**config.mk**
```make
export PLATFORM = sky130hd
export DESIGN_NAME = bus_wait_gen
export DESIGN_NICKNAME = d
export VERILOG_FILES = /design/src/rtl/sbc09_wait_pkg.sv /design/src/rtl/bus_wait_gen_sync2.sv /design/src/rtl/bus_wait_gen.sv
export SDC_FILE = /design/constraint.sdc
export NUM_CORES = 1
export LEC_CHECK = 0
export CORE_UTILIZATION = 46
export CTS_CLUSTER_DIAMETER = 200
export CTS_CLUSTER_SIZE = 10
export DETAILED_ROUTE_END_ITERATION = 8
export PLACE_DENSITY = 0.78
export SYNTH_ARGS = -nofsm -noshare
export SYNTH_HDL_FRONTEND = slang
export SYNTH_SLANG_ARGS = --single-unit
```
**constraint.sdc**
```tcl
create_clock -name CLKX4 -period 2.4 [get_ports CLKX4]
set_input_delay 0.48 -clock CLKX4 [delete_from_list [all_inputs] [get_ports CLKX4]]
set_output_delay 0.48 -clock CLKX4 [all_outputs]
set_load 0.1 [all_outputs]
```
**src/rtl/sbc09_wait_pkg.sv**
```systemverilog
// Shared encodings for the SBC09 wait-state generator: access classes, FSM states,
// E/Q phase codes, wait-state register offsets and class/count helpers.
package sbc09_wait_pkg;

    typedef enum logic [2:0] {
        CLS_NONE  = 3'd0,
        CLS_RAM   = 3'd1,
        CLS_ROM   = 3'd2,
        CLS_EXT   = 3'd3,
        CLS_EXTIO = 3'd4
    } wait_class_e;

    localparam logic [1:0] ST_IDLE  = 2'd0;
    localparam logic [1:0] ST_COUNT = 2'd1;
    localparam logic [1:0] ST_XWAIT = 2'd2;

    localparam logic [1:0] PH_EHI_START = 2'b11;
    localparam logic [1:0] PH_EHI_LATE  = 2'b01;
    localparam logic [1:0] PH_IDLE      = 2'b00;

    localparam logic [15:0] WS_LO_OFS = 16'd0;
    localparam logic [15:0] WS_HI_OFS = 16'd1;

    // Chip selects are active low; a granted bus (BA=1) never stalls.
    function automatic wait_class_e decode_class(
        input logic ba,
        input logic n_rom0,
        input logic n_rom1,
        input logic n_ram,
        input logic n_ext,
        input logic n_extio
    );
        wait_class_e c;
        if (ba)                     c = CLS_NONE;
        else if (!n_extio)          c = CLS_EXTIO;
        else if (!n_ext)            c = CLS_EXT;
        else if (!n_rom0 || !n_rom1) c = CLS_ROM;
        else if (!n_ram)            c = CLS_RAM;
        else                        c = CLS_NONE;
        return c;
    endfunction

    function automatic logic [3:0] ws_select(
        input wait_class_e c,
        input logic [7:0]  ws_lo,
        input logic [7:0]  ws_hi
    );
        logic [3:0] n;
        case (c)
            CLS_RAM:   n = ws_lo[3:0];
            CLS_ROM:   n = ws_lo[7:4];
            CLS_EXT:   n = ws_hi[3:0];
            CLS_EXTIO: n = ws_hi[7:4];
            default:   n = 4'd0;
        endcase
        return n;
    endfunction

endpackage

```
**src/rtl/bus_wait_gen_sync2.sv**
```systemverilog
// Two-flop synchroniser for the asynchronous nWAIT request; resets to the idle (high)
// level. Only built when SBC09_EXT_WAIT_EN is defined.
`ifdef SBC09_EXT_WAIT_EN
module sync2 (
    input  logic clk_i,
    input  logic rst_ni,
    input  logic d_i,
    output logic q_o
);

    logic meta_q;
    logic sync_q;

    always_ff @(posedge clk_i or negedge rst_ni) begin
        if (!rst_ni) begin
            meta_q <= 1'b1;
            sync_q <= 1'b1;
        end else begin
            meta_q <= d_i;
            sync_q <= meta_q;
        end
    end

    assign q_o = sync_q;

endmodule
`endif

```
**src/rtl/bus_wait_gen.sv**
```systemverilog
// Wait-state generator feeding MRDY to the E/Q clock generator, with CPU-programmable
// per-class counts. Define SBC09_EXT_WAIT_EN to honour the expansion-bus nWAIT request.
module bus_wait_gen
    import sbc09_wait_pkg::*;
#(
    parameter logic [15:0] WAIT_BASE    = 16'hFE26,
    parameter logic [3:0]  WS_RAM_RST   = 4'd0,
    parameter logic [3:0]  WS_ROM_RST   = 4'd1,
    parameter logic [3:0]  WS_EXT_RST   = 4'd3,
    parameter logic [3:0]  WS_EXTIO_RST = 4'd3,
    parameter logic [7:0]  TIMEOUT      = 8'd255
) (
    input  logic        CLKX4,
    input  logic        nRESET,
    input  logic        QX,
    input  logic        EX,
    input  logic [15:0] ADDR,
    input  logic [7:0]  DATA_in,
    input  logic        RnW,
    input  logic        BA,
    input  logic        nCSROM0,
    input  logic        nCSROM1,
    input  logic        nCSRAM,
    input  logic        nCSEXT,
    input  logic        nCSEXTIO,
    input  logic        nWAIT,
    output logic        MRDY,
    output logic        WAIT_TO
);

    logic [1:0]  phase;
    wait_class_e cls_now;
    logic [3:0]  n_now;
    logic        wr_lo;
    logic        wr_hi;

    logic [7:0]  ws_lo_q;
    logic [7:0]  ws_hi_q;
    logic [1:0]  st_q, st_d;
    logic [3:0]  cnt_q, cnt_d;
    logic        mrdy_q, mrdy_d;

    assign phase   = {QX, EX};
    assign cls_now = decode_class(BA, nCSROM0, nCSROM1, nCSRAM, nCSEXT, nCSEXTIO);
    assign n_now   = ws_select(cls_now, ws_lo_q, ws_hi_q);

    // Writes land in the late E-high phase, after this cycle's count was latched.
    assign wr_lo = (phase == PH_EHI_LATE) && !RnW && !BA && (ADDR == (WAIT_BASE + WS_LO_OFS));
    assign wr_hi = (phase == PH_EHI_LATE) && !RnW && !BA && (ADDR == (WAIT_BASE + WS_HI_OFS));

`ifdef SBC09_EXT_WAIT_EN
    logic       nwait_s;
    logic [7:0] tmo_q, tmo_d;
    logic       ext_q, ext_d;
    logic       wto_q, wto_d;

    sync2 u_sync_nwait (
        .clk_i  (CLKX4),
        .rst_ni (nRESET),
        .d_i    (nWAIT),
        .q_o    (nwait_s)
    );

    assign WAIT_TO = wto_q;
`else
    logic unused_ext_wait;
    assign unused_ext_wait = nWAIT ^ (|TIMEOUT);
    assign WAIT_TO = 1'b0;
`endif

    always_comb begin
        st_d   = st_q;
        cnt_d  = cnt_q;
        mrdy_d = mrdy_q;
`ifdef SBC09_EXT_WAIT_EN
        tmo_d  = tmo_q;
        ext_d  = ext_q;
        wto_d  = wto_q & ~wr_hi;
`endif
        case (st_q)
            ST_IDLE: begin
                mrdy_d = 1'b1;
                if ((phase == PH_EHI_START) && (n_now != 4'd0)) begin
                    mrdy_d = 1'b0;
                    cnt_d  = n_now;
                    st_d   = ST_COUNT;
`ifdef SBC09_EXT_WAIT_EN
                    ext_d  = (cls_now == CLS_EXT) || (cls_now == CLS_EXTIO);
`endif
                end
            end
            ST_COUNT: begin
                if (phase == PH_IDLE) begin
                    mrdy_d = 1'b1;
                    cnt_d  = 4'd0;
                    st_d   = ST_IDLE;
                end else if (cnt_q == 4'd1) begin
                    cnt_d = 4'd0;
`ifdef SBC09_EXT_WAIT_EN
                    if (ext_q && !nwait_s) begin
                        tmo_d = 8'd0;
                        st_d  = ST_XWAIT;
                    end else begin
                        mrdy_d = 1'b1;
                        st_d   = ST_IDLE;
                    end
`else
                    mrdy_d = 1'b1;
                    st_d   = ST_IDLE;
`endif
                end else begin
                    cnt_d = cnt_q - 4'd1;
                end
            end
            ST_XWAIT: begin
`ifdef SBC09_EXT_WAIT_EN
                if ((phase == PH_IDLE) || nwait_s) begin
                    mrdy_d = 1'b1;
                    st_d   = ST_IDLE;
                end else if (tmo_q == TIMEOUT) begin
                    // Timeout set overrides a same-edge WS_HI clear.
                    mrdy_d = 1'b1;
                    wto_d  = 1'b1;
                    st_d   = ST_IDLE;
                end else begin
                    tmo_d = tmo_q + 8'd1;
                end
`else
                mrdy_d = 1'b1;
                st_d   = ST_IDLE;
`endif
            end
            default: begin
                mrdy_d = 1'b1;
                cnt_d  = 4'd0;
                st_d   = ST_IDLE;
            end
        endcase
    end

    always_ff @(posedge CLKX4 or negedge nRESET) begin
        if (!nRESET) begin
            st_q    <= ST_IDLE;
            cnt_q   <= 4'd0;
            mrdy_q  <= 1'b1;
            ws_lo_q <= {WS_ROM_RST, WS_RAM_RST};
            ws_hi_q <= {WS_EXTIO_RST, WS_EXT_RST};
        end else begin
            st_q   <= st_d;
            cnt_q  <= cnt_d;
            mrdy_q <= mrdy_d;
            if (wr_lo) ws_lo_q <= DATA_in;
            if (wr_hi) ws_hi_q <= DATA_in;
        end
    end

`ifdef SBC09_EXT_WAIT_EN
    always_ff @(posedge CLKX4 or negedge nRESET) begin
        if (!nRESET) begin
            tmo_q <= 8'd0;
            ext_q <= 1'b0;
            wto_q <= 1'b0;
        end else begin
            tmo_q <= tmo_d;
            ext_q <= ext_d;
            wto_q <= wto_d;
        end
    end
`endif

    assign MRDY = mrdy_q;

endmodule

```
# == Word-level counts from Yosys, hierarchy flattened ==
# Index checks and enable logic that the tools add are counted.
# classes
addsub,1
n_eq_ne,13
n_mux,18
bitwise_logic,1
reduce_logical,15
# ops
operator,count
$eq A16 B16 Y1 const B,2
$pmux W4 S4,1
$mux W4,3
$pmux W4 S3,1
$mux W2,5
$eq A3 B2 Y1 const B,2
$mux W3,2
$logic_and A1 B1 Y1,5
$eq A2 B1 Y1 const B,2
$eq A2 B2 Y1 const B,2
$eq A4 B1 Y1 const B,1
$logic_not A1 Y1,4
$logic_not A2 Y1,2
$mux W1,4
$pmux W2 S2,1
$reduce_and A2 Y1,2
$reduce_bool A4 Y1,1
$sub A4 B1 Y4 const B,1
$eq A3 B1 Y1 const B,1
$eq A3 B3 Y1 const B,1
$ne A3 B3 Y1 const B,1
$ne A2 B2 Y1 const B,1
$pmux W1 S2,1
$logic_or A1 B1 Y1,1
$not A1 Y1,1
# word_totals
reg_bits,23
output_inout_bits,2
wordCells,53

# == Logic depth before layout (Yosys ltp) ==
# logic_depth
word_depth,12
mapped_depth,6
mapped_depth_nobuf,6

# == Least setup slack after synthesis ==
# No wires, ideal clock.
# synth_path
path_kind,input port to flip-flop
start,input RnW
end,register ws_lo_q[0]
setup_ps,125
arrival_time_ps,1720
setup_slack_ps,556
cell_stages,4
path_cell_list,nor4bb_1 > nand4_1 > nor4_4 > mux2_2
# synth_via
elab_chain_len,4
# synth_rtl
item,line,source
from (decl),bus_wait_gen.sv:19,"input logic RnW,"
$logic_not A1 Y1,bus_wait_gen.sv:48,assign wr_lo = (phase == PH_EHI_LATE) && !RnW && !BA && (ADDR == (WAIT_BASE + WS_LO_OFS));
$logic_and A1 B1 Y1 (3 in series),bus_wait_gen.sv:48,
to (signal assigned),bus_wait_gen.sv:146,"ws_lo_q <= {WS_ROM_RST, WS_RAM_RST};"
to (signal assigned),bus_wait_gen.sv:152,if (wr_lo) ws_lo_q <= DATA_in;
to (decl),bus_wait_gen.sv:37,logic [7:0] ws_lo_q;
# Every way passes these cells.
# A chain may end at the register's enable or synchronous reset.

# == Final worst setup path ==
# layout_path
start,input BA
end,register st_q[0]
# layout_via
elab_chain_len,7
word_cells_on_any_way,10
cone_classes,eq/ne (5); mux (2); reduce/logical (3)
# layout_rtl
item,line,source
from (decl),bus_wait_gen.sv:20,"input logic BA,"
$mux W3 *,sbc09_wait_pkg.sv:34,if (ba) c = CLS_NONE;
$eq A3 B3 Y1 (tied with other cells),sbc09_wait_pkg.sv:49,case (c)
$pmux W4 S4 *,sbc09_wait_pkg.sv:49,
$reduce_bool A4 Y1 *,bus_wait_gen.sv:83,if ((phase == PH_EHI_START) && (n_now != 4'd0)) begin
$logic_and A1 B1 Y1 *,bus_wait_gen.sv:83,
$ne A2 B2 Y1 (no source line) *,--,
$reduce_and A2 Y1 (no source line) *,--,
to (signal assigned),bus_wait_gen.sv:149,st_q <= st_d;
to (decl),bus_wait_gen.sv:39,"logic [1:0] st_q, st_d;"
# Every way passes the cells marked *; elsewhere a longest branch is shown, timed or not.

==> results.json <==
{
  "outcome": "finished, final reports clean",
  "antenna_found_initial": 0,
  "place_area_sq_mm": 0.00167,
  "crit_required_ps": 2620,
  "drt_iter0_markers": 21,
  "synth_top_cells_by_area": "dfrtp_1 32%, mux2_2 14%, dfstp_2 12%",
  "stdcell_count": 188,
  "core_area_sq_mm": 0.00254,
  "syn_inst": 117,
  "path_class": "input port to flip-flop",
  "fin_area_sq_mm": 0.00169,
  "cap_violations": 0,
  "grt_pass1_wl_um": 4950,
  "grt_setup_unrepaired": "no",
  "hold_class": "input port to asynchronous set/reset pin",
  "path_delay_family": "simple AND/OR/NAND/NOR gates",
  "drt_pass1_iterations": 5,
  "endpoint_kind": "flip-flop",
  "grt_max_degree": 23,
  "htreeDepth": 1,
  "r2r-end": "st_q[0]",
  "reg2reg_depth": 5,
  "ir_drop_mv": 0.337,
  "synth.cell_area_sq_mm": 0.00126,
  "grt_pass1_vias": 1121,
  "grtUsageMet1": 0.270,
  "num_vias": 1149,
  "met3_usage": 0.0583,
  "start_util": 0.497,
  "startpoint": "BA",
  "synth.top_cells.by_count": "16 x dfrtp_1, 16 x mux2_2, 8 x a21oi_1, 8 x nor2_1, 7 x nand3_1",
  "dominantRegCellSynth": "dfrtp_1",
  "die_area_sq_mm": 0.00296,
  "ctsHoldBuffers": 0,
  "io_pins": 38,
  "register_area_sq_um": 558,
  "finClkSkew_ps": 13.9,
  "synth_cell_types": 40,
  "worst_setup_path_start_kind": "input port",
  "die_w_um": 54.4,
  "fill_cells": 204,
  "synth_edf_count": 0,
  "ant_nets": 0,
  "fmax_ghz": 0.466,
  "clock-sinks": 22,
  "grt_util_met2": 0.435,
  "nNetsFinal": 197,
  "crit_chain": "clkdlybuf4s50_1 -> inv_1 -> a32oi_1 -> nand3_1 -> or4_4 -> a21bo_2",
  "fp-row-count": 18,
  "synth.net_count": 155,
  "gp_congestion": 0.802,
  "grt.busiest_layer": "met2",
  "power.density_mw_per_mm2": 382,
  "arrival_ps": 2360,
  "drive_gt1_frac": 0.234,
  "yosysWarnings": 0,
  "async_flop_share": 1.00,
  "numCtsBuffers": 3,
  "clockBufferDepth": 2,
  "grt_overflow_total": 0,
  "cts_setup_buffers": 0,
  "ys_ff_latch": 22,
  "cts_resized": 0,
  "port_buffers": 35,
  "rrSetupSlack_ps": 540,
  "finalSetupViolations": 0,
  "totalWireLength_um": 3130,
  "cts_root_buf": "clkbuf_4",
  "fin_crit_sh": 0.894,
  "crit_buf_inv": 2,
  "clk_latency_ps": 310,
  "dp.cells": 184,
  "syn2layout_area_growth_pct": 34.1,
  "path_depth": 6,
  "fin_setup_tns_ps": 0,
  "crit_fanout": 6,
  "crit_end": "st_q[0]",
  "vias_per_cell": 6.11,
  "hold_violations": 0,
  "diodes": 0,
  "drv_slew": 0,
  "period_minus_slack_ps": 2140,
  "track_usage": 0.238,
  "clkTransAtPathRegs_ps": 120,
  "synth_sequential_area_ratio": 0.442,
  "max_stage_delay_ps": 580,
  "yosysTopAreaCell": "dfrtp_1",
  "drc": 0,
  "synth_top_area_frac": 0.317,
  "p_leak_uw": 0.000747,
  "wl_per_cell_um": 16.7,
  "cpMaxStageDelayCell": "or4_4",
  "syn_avg_cell_area_sq_um": 10.8,
  "tritoncts": "done",
  "die_y_um": 54.4,
  "multi_input_area_sq_um": 672,
  "fin_util": 0.666,
  "place_hpwl_um": 2410,
  "r2r-start": "ws_lo_q[6]"
}
==> kinds of logic after synthesis <==
logic type | Yosys count | share of synthesized area
and+or+nand+nor | 38 | 0.192
AOI/OAI and AO/OA | 28 | 0.159
DFF | 22 | 0.442
muxes | 17 | 0.150
buffers and inverters | 8 | 0.0267
adders and majority gates | 2 | 0.0198
other | 1 | 0.00297
xor gates and xnor gates | 1 | 0.00693
==> stage by stage <==
| stage | power (uW) | hold slack, ps | setup WS (ps) |
|---|---|---|---|
| 2_1_floorplan | 405 | 184 | 556 |
| 6_report | 646 | 509 | 255 |
| 5_1_grt | 674 | 528 | 142 |
| 3_5_place_dp | 481 | 489 | -12.4 |
| 4_1_cts | 648 | 514 | 278 |
| 3_3_place_gp | 477 | 487 | 19.3 |
==> where the power goes <==
group | switching, uW | total, uW | internal [uW]
logic | 43.1 | 103 | 59.9
clock network | 107 | 172 | 64.8
registers | 0.102 | 371 | 371
total | 151 | 646 | 496
==> cells in the final DEF (no fill, tap or decap), types with 2 or more instances in the layout <==
master           count
dfstp_2              6
nor2_1               8
ha_1                 2
clkdlybuf4s50_1     34
inv_1                6
buf_4                5
nor3_1               4
a32oi_1              4
nand3_1              7
mux2_2              16
and3b_1              2
a31oi_1              2
nand2_1              4
clkbuf_4             3
a21oi_1              8
dfrtp_1             16
nand4_1              2
o21ai_0              4
nor2b_1              2
==> routing by layer <==
layer	routed length [um]	up-vias	share of wire
met5	0	-	0
met4	84	0	0.027
met3	168	14	0.054
met2	1610	51	0.51
met1	1270	556	0.41
li1	-	528	-
==> flip-flops by register name (all words and copies together), names as in the netlist <==
register  flops
MRDY          1
cnt_q         4
ws_hi_q       8
ws_lo_q       8
st_q          1
==> how the worst min path moves through the flow <==
stage / end / slack (ps) / cells after the start
4_1_cts: ws_lo_q[1] / 510 / 1
5_1_grt: cnt_q[1] / 530 / 2
6_report: cnt_q[1] / 510 / 2
2_1_floorplan: cnt_q[0] / 180 / 0
3_3_place_gp: ws_lo_q[3] / 490 / 1
3_5_place_dp: ws_lo_q[1] / 490 / 1
==> area by class of cell <==
| type | instances | share of cell area |
|---|---|---|
| sequential | 22 | 0.329 |
| multi-input combinational | 87 | 0.397 |
| tap | 30 | 0.0222 |
| inverter | 6 | 0.0133 |
| timing repair buffer | 39 | 0.223 |
| clock buffer | 4 | 0.0155 |
(Power assumes the default switching activity.)
==> variant (same settings) <==
Build with the macro `SBC09_EXT_WAIT_EN` defined.
--- a/src/rtl/bus_wait_gen_sync2.sv
+++ b/src/rtl/bus_wait_gen_sync2.sv
@@ -1,5 +1,7 @@
 // Two-flop synchroniser for the asynchronous nWAIT request; resets to the idle (high)
 // level. Only built when SBC09_EXT_WAIT_EN is defined.
+`define SBC09_EXT_WAIT_EN
+
 `ifdef SBC09_EXT_WAIT_EN
 module sync2 (
     input  logic clk_i,
Check against the original RTL: not equivalent (Yosys sat finds a counterexample within 4 cycles, from zero or initial values and one cycle with nRESET low).
==> variant against the original RTL <==
Synthesized area grew 49%; utilization decreased by 2.7 points; wire length is 42% higher; cell count is 41% higher; cell area rose by 43%; maximum frequency grew 1.6%; worst setup slack gained 0.035 ns; sequential cell count rose by 13; total power grew 100%; critical path depth stayed put; synthesized cell count increased by 47%; largest cell class unchanged; highest routed layer unchanged.
==> variant: results (changes against the original RTL) <==
STA
  • Worst hold margin: 0.358 ns (-0.151 ns)
  • Fin Clk Skew: 0.00753 ns (-0.00638 ns)

Clock tree
  • Clk slew on worst S/H paths: 0.07 ns (-0.05 ns)
  • Skew-Pair Late Insertion Delay: 0.29 ns (-0.02 ns)
  • Htree depth: 2 (+1)
  • Num CTS Buffers: 5 (+2)

Route
  • Met3 routed WL: 207 um (+23%)
  • DRT iter0 DRCs: 69 (+230%)
  • Vias per inst: 5.82 (-4.7%)
  • Drt pass-1 iters: 4 (-1)

Worst setup path
  • R2R Setup Slk: 0.34 ns (-0.20 ns)
  • Reg2reg start: tmo_q[0]
  • CP max FO: 9 (+3)
  • Setup crit start: ADDR[7]
  • Worst stage delay on the critical path: 0.42 ns (-0.16 ns)

Global routing
  • Largest net degree at the start of global routing: 36 (+57%)
  • GRT met3 Usage: 0.0655 (+0.00718)
  • Gr usage total: 0.234 (-0.00394)
  • First-pass GRT wire length: 7450 um (+50%)
  • Via count of the first global-routing pass: 1610 (+44%)
  • GRT met1 Usage: 0.265 (-0.00496)

Synthesis
  • Yosys cell types: 49 (+23%)
  • Post-synth top cells: 27 x dfrtp_1, 17 x mux2_2, 16 x nor2_1
  • Mux contribution to synthesized area: 0.113 (-0.0378)
  • Register area share after synthesis: 0.472 (+0.0304)
  • Compound-Gate Fraction of Synth Area: 0.139 (-0.0201)
  • Area share of fa/ha/maj cells after synthesis: 0.0200 (+0.000198)

Worst hold path
  • Worst hold path class: flip-flop to flip-flop

Cells and area
  • Filler cells: 313 (+53%)
  • Layout cells sized above 1: 0.216 (-0.0186)

Placement
  • Post-DP HPWL: 3400 um (+41%)

Power
  • Max VDD drop: 0.307 mV (-9.1%)

Run status
  • Status: finished, final reports clean
## variant: logic make-up (layout without fill, tap and decap cells)
group                      Yosys count  after routing
muxes                               19             19
DFF                                 35             35
buffers and inverters                8             54
adders and majority gates            3              3
and+or+nand+nor                     64             64
xor gates and xnor gates             5              5
AOI/OAI and AO/OA                   38             38
## variant: cell type report
| type | instances | area share |
|---|---|---|
| repair buffers | 40 | 0.160 |
| inverters | 6 | 0.00928 |
| clock buffers | 6 | 0.0340 |
| multi-input cells | 129 | 0.392 |
| clock inverters | 2 | 0.0144 |
| well taps | 48 | 0.0248 |
| flip-flops and latches | 35 | 0.365 |
## variant: report_power, final
group | internal [mW] | leakage [nW] | switching, mW
logic | 0.0828 | 0.497 | 0.0664
clock network | 0.336 | 0.0612 | 0.204
registers | 0.605 | 0.455 | 0.0159
